[src/rtl/arc4_pkg.sv]
// Shared types, constants and the hex glyph table for the ARC4 key cracker.
package arc4_pkg;

    typedef enum logic [2:0] {
        ST_IDLE,
        ST_INIT,
        ST_KSA,
        ST_PRGA,
        ST_NEXT,
        ST_FOUND,
        ST_FAIL
    } state_e;

    localparam logic [7:0] ASCII_MIN = 8'h20;
    localparam logic [7:0] ASCII_MAX = 8'h7E;
    localparam logic [6:0] HEX_BLANK = 7'h7F;
    localparam logic [6:0] HEX_DASH  = 7'b0111111;

    // Active-low {g,f,e,d,c,b,a}
    function automatic logic [6:0] hex7seg(input logic [3:0] v);
        logic [6:0] s;
        case (v)
            4'h0: s = 7'b1000000;
            4'h1: s = 7'b1111001;
            4'h2: s = 7'b0100100;
            4'h3: s = 7'b0110000;
            4'h4: s = 7'b0011001;
            4'h5: s = 7'b0010010;
            4'h6: s = 7'b0000010;
            4'h7: s = 7'b1111000;
            4'h8: s = 7'b0000000;
            4'h9: s = 7'b0010000;
            4'hA: s = 7'b0001000;
            4'hB: s = 7'b0000011;
            4'hC: s = 7'b1000110;
            4'hD: s = 7'b0100001;
            4'hE: s = 7'b0000110;
            default: s = 7'b0001110;
        endcase
        return s;
    endfunction

endpackage

[src/rtl/arc4_if.sv]
// Single-port 256x8 memory bus; the engine is master, the RAM is slave.
interface arc4_mem_if;
    logic [7:0] addr;
    logic [7:0] wdata;
    logic       we;
    logic [7:0] rdata;

    modport master (output addr, output wdata, output we, input rdata);
    modport slave  (input addr, input wdata, input we, output rdata);
endinterface

[src/rtl/arc4_ram.sv]
// Inferred 256x8 single-port RAM, synchronous read with one cycle latency.
module arc4_ram (
    input logic      clk,
    arc4_mem_if.slave port
);
    logic [7:0] mem [256];

    always_ff @(posedge clk) begin
        if (port.we) mem[port.addr] <= port.wdata;
        port.rdata <= mem[port.addr];
    end
endmodule

[src/rtl/seg7_hex.sv]
// Combinational nibble to active-low seven-segment decoder.
module seg7_hex
    import arc4_pkg::*;
(
    input  logic [3:0] nib_i,
    output logic [6:0] seg_o
);
    assign seg_o = hex7seg(nib_i);
endmodule

[src/rtl/task4_top.sv]
// ARC4 24-bit key cracker: brute-forces keys until the ct decrypts to printable ASCII.
// Define PT_STORE_EN to keep the decoded plaintext in an extra 256x8 RAM named pt.
module task4_top
    import arc4_pkg::*;
#(
    parameter logic [23:0] KEY_START = 24'h000000,
    parameter logic [23:0] KEY_END   = 24'hFFFFFF
) (
    input  logic       CLOCK_50,
    input  logic [3:0] KEY,
    input  logic [9:0] SW,
    output logic [6:0] HEX0,
    output logic [6:0] HEX1,
    output logic [6:0] HEX2,
    output logic [6:0] HEX3,
    output logic [6:0] HEX4,
    output logic [6:0] HEX5,
    output logic [9:0] LEDR
);
    logic rst_n;
    logic unused_in;
    assign rst_n     = KEY[3];
    assign unused_in = ^{SW, KEY[2:0]};

    state_e      state_q;
    logic [23:0] key_q;
    logic [7:0]  i_q, j_q, n_q, len_q;
    logic [7:0]  si_q, sj_q;
    logic [2:0]  ph_q;
    logic [1:0]  km_q;
    logic [6:0]  hex_q [6];
    logic [1:0]  ledr_q;

    arc4_mem_if ct_bus ();
    arc4_mem_if s_bus ();

    arc4_ram ct (.clk(CLOCK_50), .port(ct_bus));
    arc4_ram s  (.clk(CLOCK_50), .port(s_bus));

    logic [6:0] seg [6];
    for (genvar g = 0; g < 6; g++) begin : g_seg
        seg7_hex u_seg (.nib_i(key_q[4*g +: 4]), .seg_o(seg[g]));
    end

    logic [7:0] kbyte, j_ksa, j_prga, p;
    logic       printable;

    assign kbyte = (km_q == 2'd0) ? key_q[23:16] :
                   (km_q == 2'd1) ? key_q[15:8]  : key_q[7:0];
    assign j_ksa     = j_q + s_bus.rdata + kbyte;
    assign j_prga    = j_q + s_bus.rdata;
    assign p         = s_bus.rdata ^ ct_bus.rdata;
    assign printable = (p >= ASCII_MIN) && (p <= ASCII_MAX);

    // ct[0] holds the length while not decoding, ct[n] during PRGA
    assign ct_bus.addr  = (state_q == ST_PRGA) ? n_q : 8'd0;
    assign ct_bus.wdata = 8'd0;
    assign ct_bus.we    = 1'b0;

    always_comb begin
        s_bus.addr  = i_q;
        s_bus.wdata = i_q;
        s_bus.we    = 1'b0;
        case (state_q)
            ST_INIT: s_bus.we = 1'b1;
            ST_KSA, ST_PRGA: begin
                case (ph_q)
                    3'd0: s_bus.addr = (state_q == ST_PRGA) ? i_q + 8'd1 : i_q;
                    3'd1: s_bus.addr = (state_q == ST_PRGA) ? j_prga : j_ksa;
                    3'd2: begin
                        s_bus.we    = 1'b1;
                        s_bus.wdata = s_bus.rdata;
                    end
                    3'd3: begin
                        s_bus.we    = 1'b1;
                        s_bus.addr  = j_q;
                        s_bus.wdata = si_q;
                    end
                    3'd4: s_bus.addr = si_q + sj_q;
                    default: ;
                endcase
            end
            default: ;
        endcase
    end

`ifdef PT_STORE_EN
    arc4_mem_if pt_bus ();
    arc4_ram pt (.clk(CLOCK_50), .port(pt_bus));

    logic unused_pt;
    assign pt_bus.addr  = (state_q == ST_PRGA) ? n_q : 8'd0;
    assign pt_bus.wdata = (state_q == ST_PRGA) ? p : len_q;
    assign pt_bus.we    = ((state_q == ST_PRGA) && (ph_q == 3'd5)) ||
                          ((state_q == ST_KSA) && (ph_q == 3'd0) && (i_q == 8'd0));
    assign unused_pt    = ^pt_bus.rdata;
`else
`endif

    always_ff @(posedge CLOCK_50 or negedge rst_n) begin
        if (!rst_n) begin
            state_q <= ST_IDLE;
            key_q   <= KEY_START;
            i_q     <= '0;
            j_q     <= '0;
            n_q     <= '0;
            len_q   <= '0;
            si_q    <= '0;
            sj_q    <= '0;
            ph_q    <= '0;
            km_q    <= '0;
            ledr_q  <= '0;
            for (int d = 0; d < 6; d++) hex_q[d] <= HEX_BLANK;
        end else begin
            case (state_q)
                ST_IDLE: begin
                    i_q     <= '0;
                    ledr_q  <= 2'b01;
                    state_q <= ST_INIT;
                end
                ST_INIT: begin
                    i_q <= i_q + 8'd1;
                    if (i_q == 8'hFF) begin
                        len_q   <= ct_bus.rdata;
                        j_q     <= '0;
                        ph_q    <= '0;
                        km_q    <= '0;
                        state_q <= ST_KSA;
                    end
                end
                ST_KSA: begin
                    case (ph_q)
                        3'd0: ph_q <= 3'd1;
                        3'd1: begin
                            j_q  <= j_ksa;
                            si_q <= s_bus.rdata;
                            ph_q <= 3'd2;
                        end
                        3'd2: ph_q <= 3'd3;
                        default: begin
                            ph_q <= '0;
                            i_q  <= i_q + 8'd1;
                            km_q <= (km_q == 2'd2) ? 2'd0 : km_q + 2'd1;
                            if (i_q == 8'hFF) begin
                                j_q     <= '0;
                                n_q     <= 8'd1;
                                state_q <= (len_q == 8'd0) ? ST_FOUND : ST_PRGA;
                            end
                        end
                    endcase
                end
                ST_PRGA: begin
                    case (ph_q)
                        3'd0: begin
                            i_q  <= i_q + 8'd1;
                            ph_q <= 3'd1;
                        end
                        3'd1: begin
                            j_q  <= j_prga;
                            si_q <= s_bus.rdata;
                            ph_q <= 3'd2;
                        end
                        3'd2: begin
                            sj_q <= s_bus.rdata;
                            ph_q <= 3'd3;
                        end
                        3'd3: ph_q <= 3'd4;
                        3'd4: ph_q <= 3'd5;
                        default: begin
                            ph_q <= '0;
                            n_q  <= n_q + 8'd1;
                            if (!printable)
                                state_q <= (key_q == KEY_END) ? ST_FAIL : ST_NEXT;
                            else if (n_q == len_q)
                                state_q <= ST_FOUND;
                        end
                    endcase
                end
                ST_NEXT: begin
                    key_q   <= key_q + 24'd1;
                    i_q     <= '0;
                    state_q <= ST_INIT;
                end
                ST_FOUND: begin
                    ledr_q <= 2'b10;
                    for (int d = 0; d < 6; d++) hex_q[d] <= seg[d];
                end
                ST_FAIL: begin
                    ledr_q <= 2'b00;
                    for (int d = 0; d < 6; d++) hex_q[d] <= HEX_DASH;
                end
                default: state_q <= ST_IDLE;
            endcase
        end
    end

    assign HEX0 = hex_q[0];
    assign HEX1 = hex_q[1];
    assign HEX2 = hex_q[2];
    assign HEX3 = hex_q[3];
    assign HEX4 = hex_q[4];
    assign HEX5 = hex_q[5];
    assign LEDR = {8'd0, ledr_q};

endmodule

[config.mk]
export PLATFORM = sky130hd
export DESIGN_NAME = task4_top
export DESIGN_NICKNAME = d
export VERILOG_FILES = /design/src/rtl/arc4_pkg.sv /design/src/rtl/arc4_if.sv /design/src/rtl/arc4_ram.sv /design/src/rtl/seg7_hex.sv /design/src/rtl/task4_top.sv
export SDC_FILE = /design/constraint.sdc
export NUM_CORES = 1
export LEC_CHECK = 0
export ABC_AREA = 1
export BUFFER_PORTS_ARGS = -buffer_cell sky130_fd_sc_hd__buf_2
export CORE_MARGIN = 3
export CORE_UTILIZATION = 35
export CTS_BUF_LIST = sky130_fd_sc_hd__clkbuf_4 sky130_fd_sc_hd__clkbuf_8
export DETAILED_ROUTE_END_ITERATION = 6
export GPL_TIMING_DRIVEN = 0
export HOLD_SLACK_MARGIN = 0.02
export RECOVER_POWER = 25
export SYNTH_ARGS = -nofsm -noshare
export SYNTH_HDL_FRONTEND = slang
export SYNTH_MEMORY_MAX_BITS = 65536
export SYNTH_SLANG_ARGS = --single-unit
export TNS_END_PERCENT = 20
[constraint.sdc]
create_clock -name CLOCK_50 -period 1.45 [get_ports CLOCK_50]
set_input_delay 0.29 -clock CLOCK_50 [delete_from_list [all_inputs] [get_ports CLOCK_50]]
set_output_delay 0.29 -clock CLOCK_50 [all_outputs]
set_load 0.1 [all_outputs]
After elaboration in Yosys (flattened, before gate mapping)
Memories as Yosys holds them, arrays and structs flattened. A register that Yosys moved wholly into a read port is not among the register bits.
Cells that the tools add are included.
{"block": "totals", "ramBits": 2048, "elab_cells": 128, "mem_count": 7, "out_inout_bits": 52, "in_bits": 15, "register_bits": 132, "romBits": 672}
{"name": "s.mem", "words": 256, "width": 8, "rd": 1, "rd_clocked_by_memory_dff": 1, "write_ports": 1, "line": "arc4_ram.sv:6", "source": "logic [7:0] mem [256];"}
{"name": "(no name shown)", "words": 16, "width": 7, "rd": 1, "rd_clocked_by_memory_dff": 0, "write_ports": 0, "line": "arc4_pkg.sv:22", "source": "case (v)"}
{"name": "(no name shown)", "words": 16, "width": 7, "rd": 1, "rd_clocked_by_memory_dff": 0, "write_ports": 0, "line": "arc4_pkg.sv:22"}
{"name": "(no name shown)", "words": 16, "width": 7, "rd": 1, "rd_clocked_by_memory_dff": 0, "write_ports": 0, "line": "arc4_pkg.sv:22"}
{"name": "(no name shown)", "words": 16, "width": 7, "rd": 1, "rd_clocked_by_memory_dff": 0, "write_ports": 0, "line": "arc4_pkg.sv:22"}
{"name": "(no name shown)", "words": 16, "width": 7, "rd": 1, "rd_clocked_by_memory_dff": 0, "write_ports": 0, "line": "arc4_pkg.sv:22"}
{"name": "+1 memories"}
{"block": "classes", "muxes": 42, "n_lt_le_gt_ge": 2, "n_addsub": 7, "n_reduce_logical": 27, "bitwise_logic": 2, "eq_ne": 23}
{"op": "$mux 8", "count": 13}
{"op": "$pmux 42 s2", "count": 1}
{"op": "$pmux 8 s4", "count": 2}
{"op": "$pmux 8 s2", "count": 3}
{"op": "$pmux 3 s5", "count": 2}
{"op": "$add 24x1->24 const B", "count": 1}
{"op": "$add 8x8->8", "count": 3}
{"op": "$eq 24x24->1 const B", "count": 1}
{"op": "$mux 3", "count": 8}
{"op": "$pmux 8 s3", "count": 1}
{"op": "$add 8x1->8 const B", "count": 2}
{"op": "$eq 3x2->1 const B", "count": 4}
{"op": "$eq 3x3->1 const B", "count": 4}
{"op": "$pmux 2 s3", "count": 2}
{"op": "$ne 2x2->1 const B", "count": 5}
{"op": "$reduce_or 2->1", "count": 5}
{"op": "$pmux 3 s3", "count": 1}
{"op": "$reduce_and 3->1", "count": 3}
{"op": "$eq 8x8->1", "count": 1}
{"op": "$eq 8x8->1 const B", "count": 1}
{"op": "$ge 8x6->1 const B", "count": 1}
{"op": "$le 8x7->1 const B", "count": 1}
{"op": "$logic_not 8->1", "count": 1}
{"op": "$mux 2", "count": 4}
{"op": "22 further kinds", "count": 33}

Depth between registers and ports, before layout
{"block": "logic_depth", "depth_word": 7, "ltp_mapped": 10}

Cells and area by module
From an unflattened synthesis, not the netlist that was laid out.
{"block": "unflattened", "cells_unflattened": 17242, "area_unflattened_um2": 178794.0}
{"mod": "arc4_ram", "cells_each": 8021, "instances": 2, "area_per_inst_um2": 84856.4}
{"mod": "task4_top", "cells_each": 906, "instances": 1, "area_per_inst_um2": 7437.1}
{"mod": "seg7_hex", "cells_each": 49, "instances": 6, "area_per_inst_um2": 274.0}

Worst setup path before layout
Ideal clock, no wire load.
{"block": "synth_path", "path_type": "reg2reg", "startpoint": "register key_q[5]", "endpoint": "register key_q[20]", "stages_incl_launch_ff": 9, "n_path_buf": 0, "required_ns": 1.333, "slack_ns": 0.023, "t_arrival_ns": 1.310, "cell_sequence": "dfrtp_1 ha_1 nand2_1 nor2_1 nand2_1 nor3_1 nand3_1 nand2_1 nand2_1"}
{"block": "synth_between", "elab_chain_cells": 1}
{"item": "from (decl)", "line": "task4_top.sv:26", "source": "logic [23:0] key_q;"}
{"item": "from (signal assigned)", "line": "task4_top.sv:180", "source": "key_q <= key_q + 24'd1;"}
{"item": "$add 24x1->24", "line": "task4_top.sv:180"}
No other way between the ends.
A chain may end at the register's enable or synchronous reset.

Final worst setup path
{"block": "layout_path", "startpoint": "register key_q[20]", "endpoint": "register hex_q (netlist bit HEX5[3])"}
{"block": "layout_between", "elab_chain_cells": 2}
{"item": "$mem_v2 16x7"}
{"item": "$pmux 42 s2", "line": "task4_top.sv:115", "source": "case (state_q)"}
{"item": "to (decl)", "line": "task4_top.sv:31", "source": "logic [6:0] hex_q [6];"}
No other way between the ends.

==> impl_metrics.env <==
export IMPL_outcome="finished with violations"
export IMPL_violations="setup timing"
export IMPL_ys_ff_latch=90
export IMPL_die_x_um=132
export IMPL_start_kind="flop"
export IMPL_area_growth_pct=44.5
export IMPL_overflow=0
export IMPL_diodes=0
export IMPL_holdWs_ns=0.415
export IMPL_fin_skew_ns=0.0164
export IMPL_vias_per_cell=4.96
export IMPL_crit_end="HEX5[3]$_DFFE_PN1P_"
export IMPL_cp_arrival_ns=1.79
export IMPL_r2r_end="HEX5[3]$_DFFE_PN1P_"
export IMPL_start_util_pct=36.2
export IMPL_p_leak_nw=3.56
export IMPL_die_area_mm2=0.0174
export IMPL_track_usage_pct=17.6
export IMPL_syn_area_per_cell_um2=7.79
export IMPL_yosysTopAreaCell="dfrtp_1"
export IMPL_fmax_mhz=676
export IMPL_cts_inserted_buffers=9
export IMPL_core_mm2=0.0154
export IMPL_final_core_util_pct=52.3
export IMPL_endpoint_kind="flop"
export IMPL_gp_congestion=0.881
export IMPL_synth_cell_type_count=38
export IMPL_synth_edf_count=0
export IMPL_rr_worst_depth=6
export IMPL_r2r_start="key_q[20]$_DFFE_PN0N_"
export IMPL_min_period_ns=1.48
export IMPL_rsz0062_at_grt="true"
export IMPL_irDropWorstVdd_mv=0.514
export IMPL_yosys_warnings=0
export IMPL_h_tree_depth=3
export IMPL_fin_ws_ns=-0.0296
export IMPL_grt_pass1_vias=4934
export IMPL_hp_class="in2async"
export IMPL_num_vias=5237
export IMPL_critPathMaxFanout=5
export IMPL_final_period_utilization_pct=102
export IMPL_synth_top_area_share_pct=21.6
export IMPL_netlist_top_cells_count="nand2_1 (177), inv_1 (73), nand3_1 (70), nor2_1 (64), dfrtp_1 (48)"
export IMPL_grt_pass1_wl_mm=25.1
export IMPL_cts_reportedPaths_clkPinSlew_ns=0.09
export IMPL_rows=45
export IMPL_nets=893
export IMPL_synthCells=714
export IMPL_numClockSinks=90
export IMPL_hold_violations=0
export IMPL_dp_cells=978
export IMPL_drt_iter0_markers=314
export IMPL_powerDensity_mw_per_mm2=568
export IMPL_synth_area_mm2=0.00556
export IMPL_post_route_drc_count=0
export IMPL_avgRoutedWirePerCell_um=14.9
export IMPL_worstSkewPairLatency_ns=0.39
export IMPL_drive_above_1_share_pct=36.4
export IMPL_netlist_top_cells_area="dfrtp_1 (22%), dfstp_2 (20%), nand2_1 (12%), ha_1 (8.8%), nand3_1 (6.3%)"
export IMPL_dr_pass1_iters=6
export IMPL_maxSlewViolCount=0
export IMPL_yosysMostFrequentCell="nand2_1"
export IMPL_pin_count=67
export IMPL_yosysSeqAreaShare_pct=41.4
export IMPL_cp_required_ns=1.76
export IMPL_detail_route_antenna_nets=0
export IMPL_worstSetupPathType="reg2reg"
export IMPL_tightest_slew_ns=0.506
export IMPL_rrSetupSlack_ns=-0.03
export IMPL_max_slew_margin_pct=66.3
export IMPL_synthArstFlopShare_pct=100
export IMPL_synth_ff_type="dfrtp_1"
export IMPL_cts_buffer_depth=2
export IMPL_root_buffer="clkbuf_8"
export IMPL_port_buffers=45
export IMPL_hpwl_mm=10.2
export IMPL_instances_no_fill=1055
export IMPL_startpoint="key_q[20]$_DFFE_PN0N_"
export IMPL_die_h_um=132
export IMPL_max_cap_viol_count=0
export IMPL_nFillCells=1395
export IMPL_tritoncts="done"
export IMPL_drt_wl_total_mm=15.7
export IMPL_antenna_found_initial=0
export IMPL_grt_start_max_net_pins=55
export IMPL_finalSetupViolCount=1
report_power, final:
part | internal (mW) | switching [mW] | total (mW)
Sequential | 2.51 | 0 | 2.51
Clock | 0.949 | 0.931 | 1.88
Combinational | 0.0260 | 0.142 | 0.168
Total | 3.49 | 1.07 | 4.56
routing by layer:
metal  global-route usage (%)  vias up  share of wire, %
met5                        0        -                 0
met4                     5.43        0               2.8
met3                     4.05       27               4.5
met2                     27.7      135                48
met1                     24.3     2491                45
li1                         -     2584                 -
state kept, by name (all words and copies together) (netlist names):
name and flops:
HEX0 7, HEX1 7, HEX2 7, HEX3 7, HEX4 7, HEX5 7
i_q 8, key_q 24, ledr_q 2, n_q 8, ph_q 3, state_q 3
worst min-delay path by stage:
stage                              startpoint  slack, ns               endpoint  cells past startpoint
after floorplan                        KEY[3]     -0.006     i_q[0]$_DFFE_PN0P_                      0
after global placement    HEX3[6]$_DFFE_PN1P_       0.46    HEX3[6]$_DFFE_PN1P_                      2
after detailed placement               KEY[3]       0.30  key_q[15]$_DFFE_PN0N_                      1
after CTS                              KEY[3]       0.42  key_q[14]$_DFFE_PN0N_                      2
after global routing                   KEY[3]       0.46  key_q[14]$_DFFE_PN0N_                      2
final                                  KEY[3]       0.42  key_q[14]$_DFFE_PN0N_                      2
critical path: stages, from the launching register on:
cell      delay (ns)
dfrtp_1         0.40
buf_4           0.17
ha_4            0.18
o211ai_1        0.21
nand3_1         0.18
o21ai_2         0.20
nand2_1         0.07
placed cells by master, fill, tap and decap left out, types with 3 or more instances in the layout:
| cell type | instances |
|---|---|
| nand2_4 | 7 |
| clkbuf_4 | 5 |
| inv_4 | 6 |
| buf_12 | 47 |
| o22a_1 | 6 |
| nor2_2 | 10 |
| nand3_4 | 5 |
| nand2_1 | 155 |
| dfstp_2 | 42 |
| nand4_1 | 8 |
| ha_2 | 3 |
| o21ai_2 | 8 |
| nand3_2 | 6 |
| dfrtp_1 | 36 |
| nor2_1 | 47 |
| a21oi_1 | 16 |
| a21oi_2 | 3 |
| ha_1 | 29 |
| nand2_2 | 16 |
| buf_2 | 3 |
| nand3_1 | 62 |
| or2_2 | 4 |
| nand3b_1 | 5 |
| nor3_1 | 5 |
| clkbuf_8 | 11 |
| buf_4 | 59 |
| inv_1 | 60 |
| xor2_1 | 15 |
| dfrtp_2 | 12 |
| o21ai_0 | 31 |
| ha_4 | 7 |
| conb_1 | 8 |
| o211ai_1 | 10 |
| o22ai_1 | 5 |
| buf_6 | 18 |
| o21ai_1 | 13 |
| clkbuf_2 | 5 |
| nor2_4 | 11 |
| a31oi_1 | 14 |
| inv_2 | 10 |
metrics by stage:
stage | cell area [um^2] | setup slack, ns | power [mW] | TNS, ns
after floorplan | 5590 | 0.0233 | 2.67 | 0
after global placement | 6080 | -0.807 | 2.72 | -65.62
after detailed placement | 6110 | -0.510 | 2.73 | -14.76
after CTS | 7270 | -0.0415 | 4.64 | -0.410
after global routing | 8040 | -0.0932 | 4.73 | -1.91
final | 8040 | -0.0296 | 4.56 | -0.0296
cell type report:
cell class                 instances  area (um^2)  share of cell area, %
buffer                            31          268                   3.33
clock buffer                      14          174                   2.16
clock inverter                     2         35.0                  0.436
inverter                          78          313                   3.89
multi-input combinational        522         3230                   40.2
sequential                        90         2320                   28.9
tap                              211          264                   3.29
timing repair buffer             107         1430                   17.8
logic make-up after synthesis:
group                    count (synthesis)  synth area share [%]
buffers and inverters                  109                  8.32
flip-flops                              90                  41.4
adder cells (fa/ha/maj)                 39                  8.77
XOR/XNOR                                16                  2.52
other                                    1                0.0674
AND/OR/NAND/NOR                        345                  26.9
AO/OA/AOI/OAI                          114                  11.9
repair_timing:
| item | in CTS | in global routing |
|---|---|---|
| pin swaps | 6 | 41 |
| resized for setup | 225 | 139 |
| endpoints found under the hold margin | 21 | 0 |
| endpoints found under the setup margin | 122 | 108 |
| hold buffers | 1 | 0 |
| gates cloned | 0 | 1 |
| buffers inserted | 22 | 37 |
(Power assumes the default switching activity.)
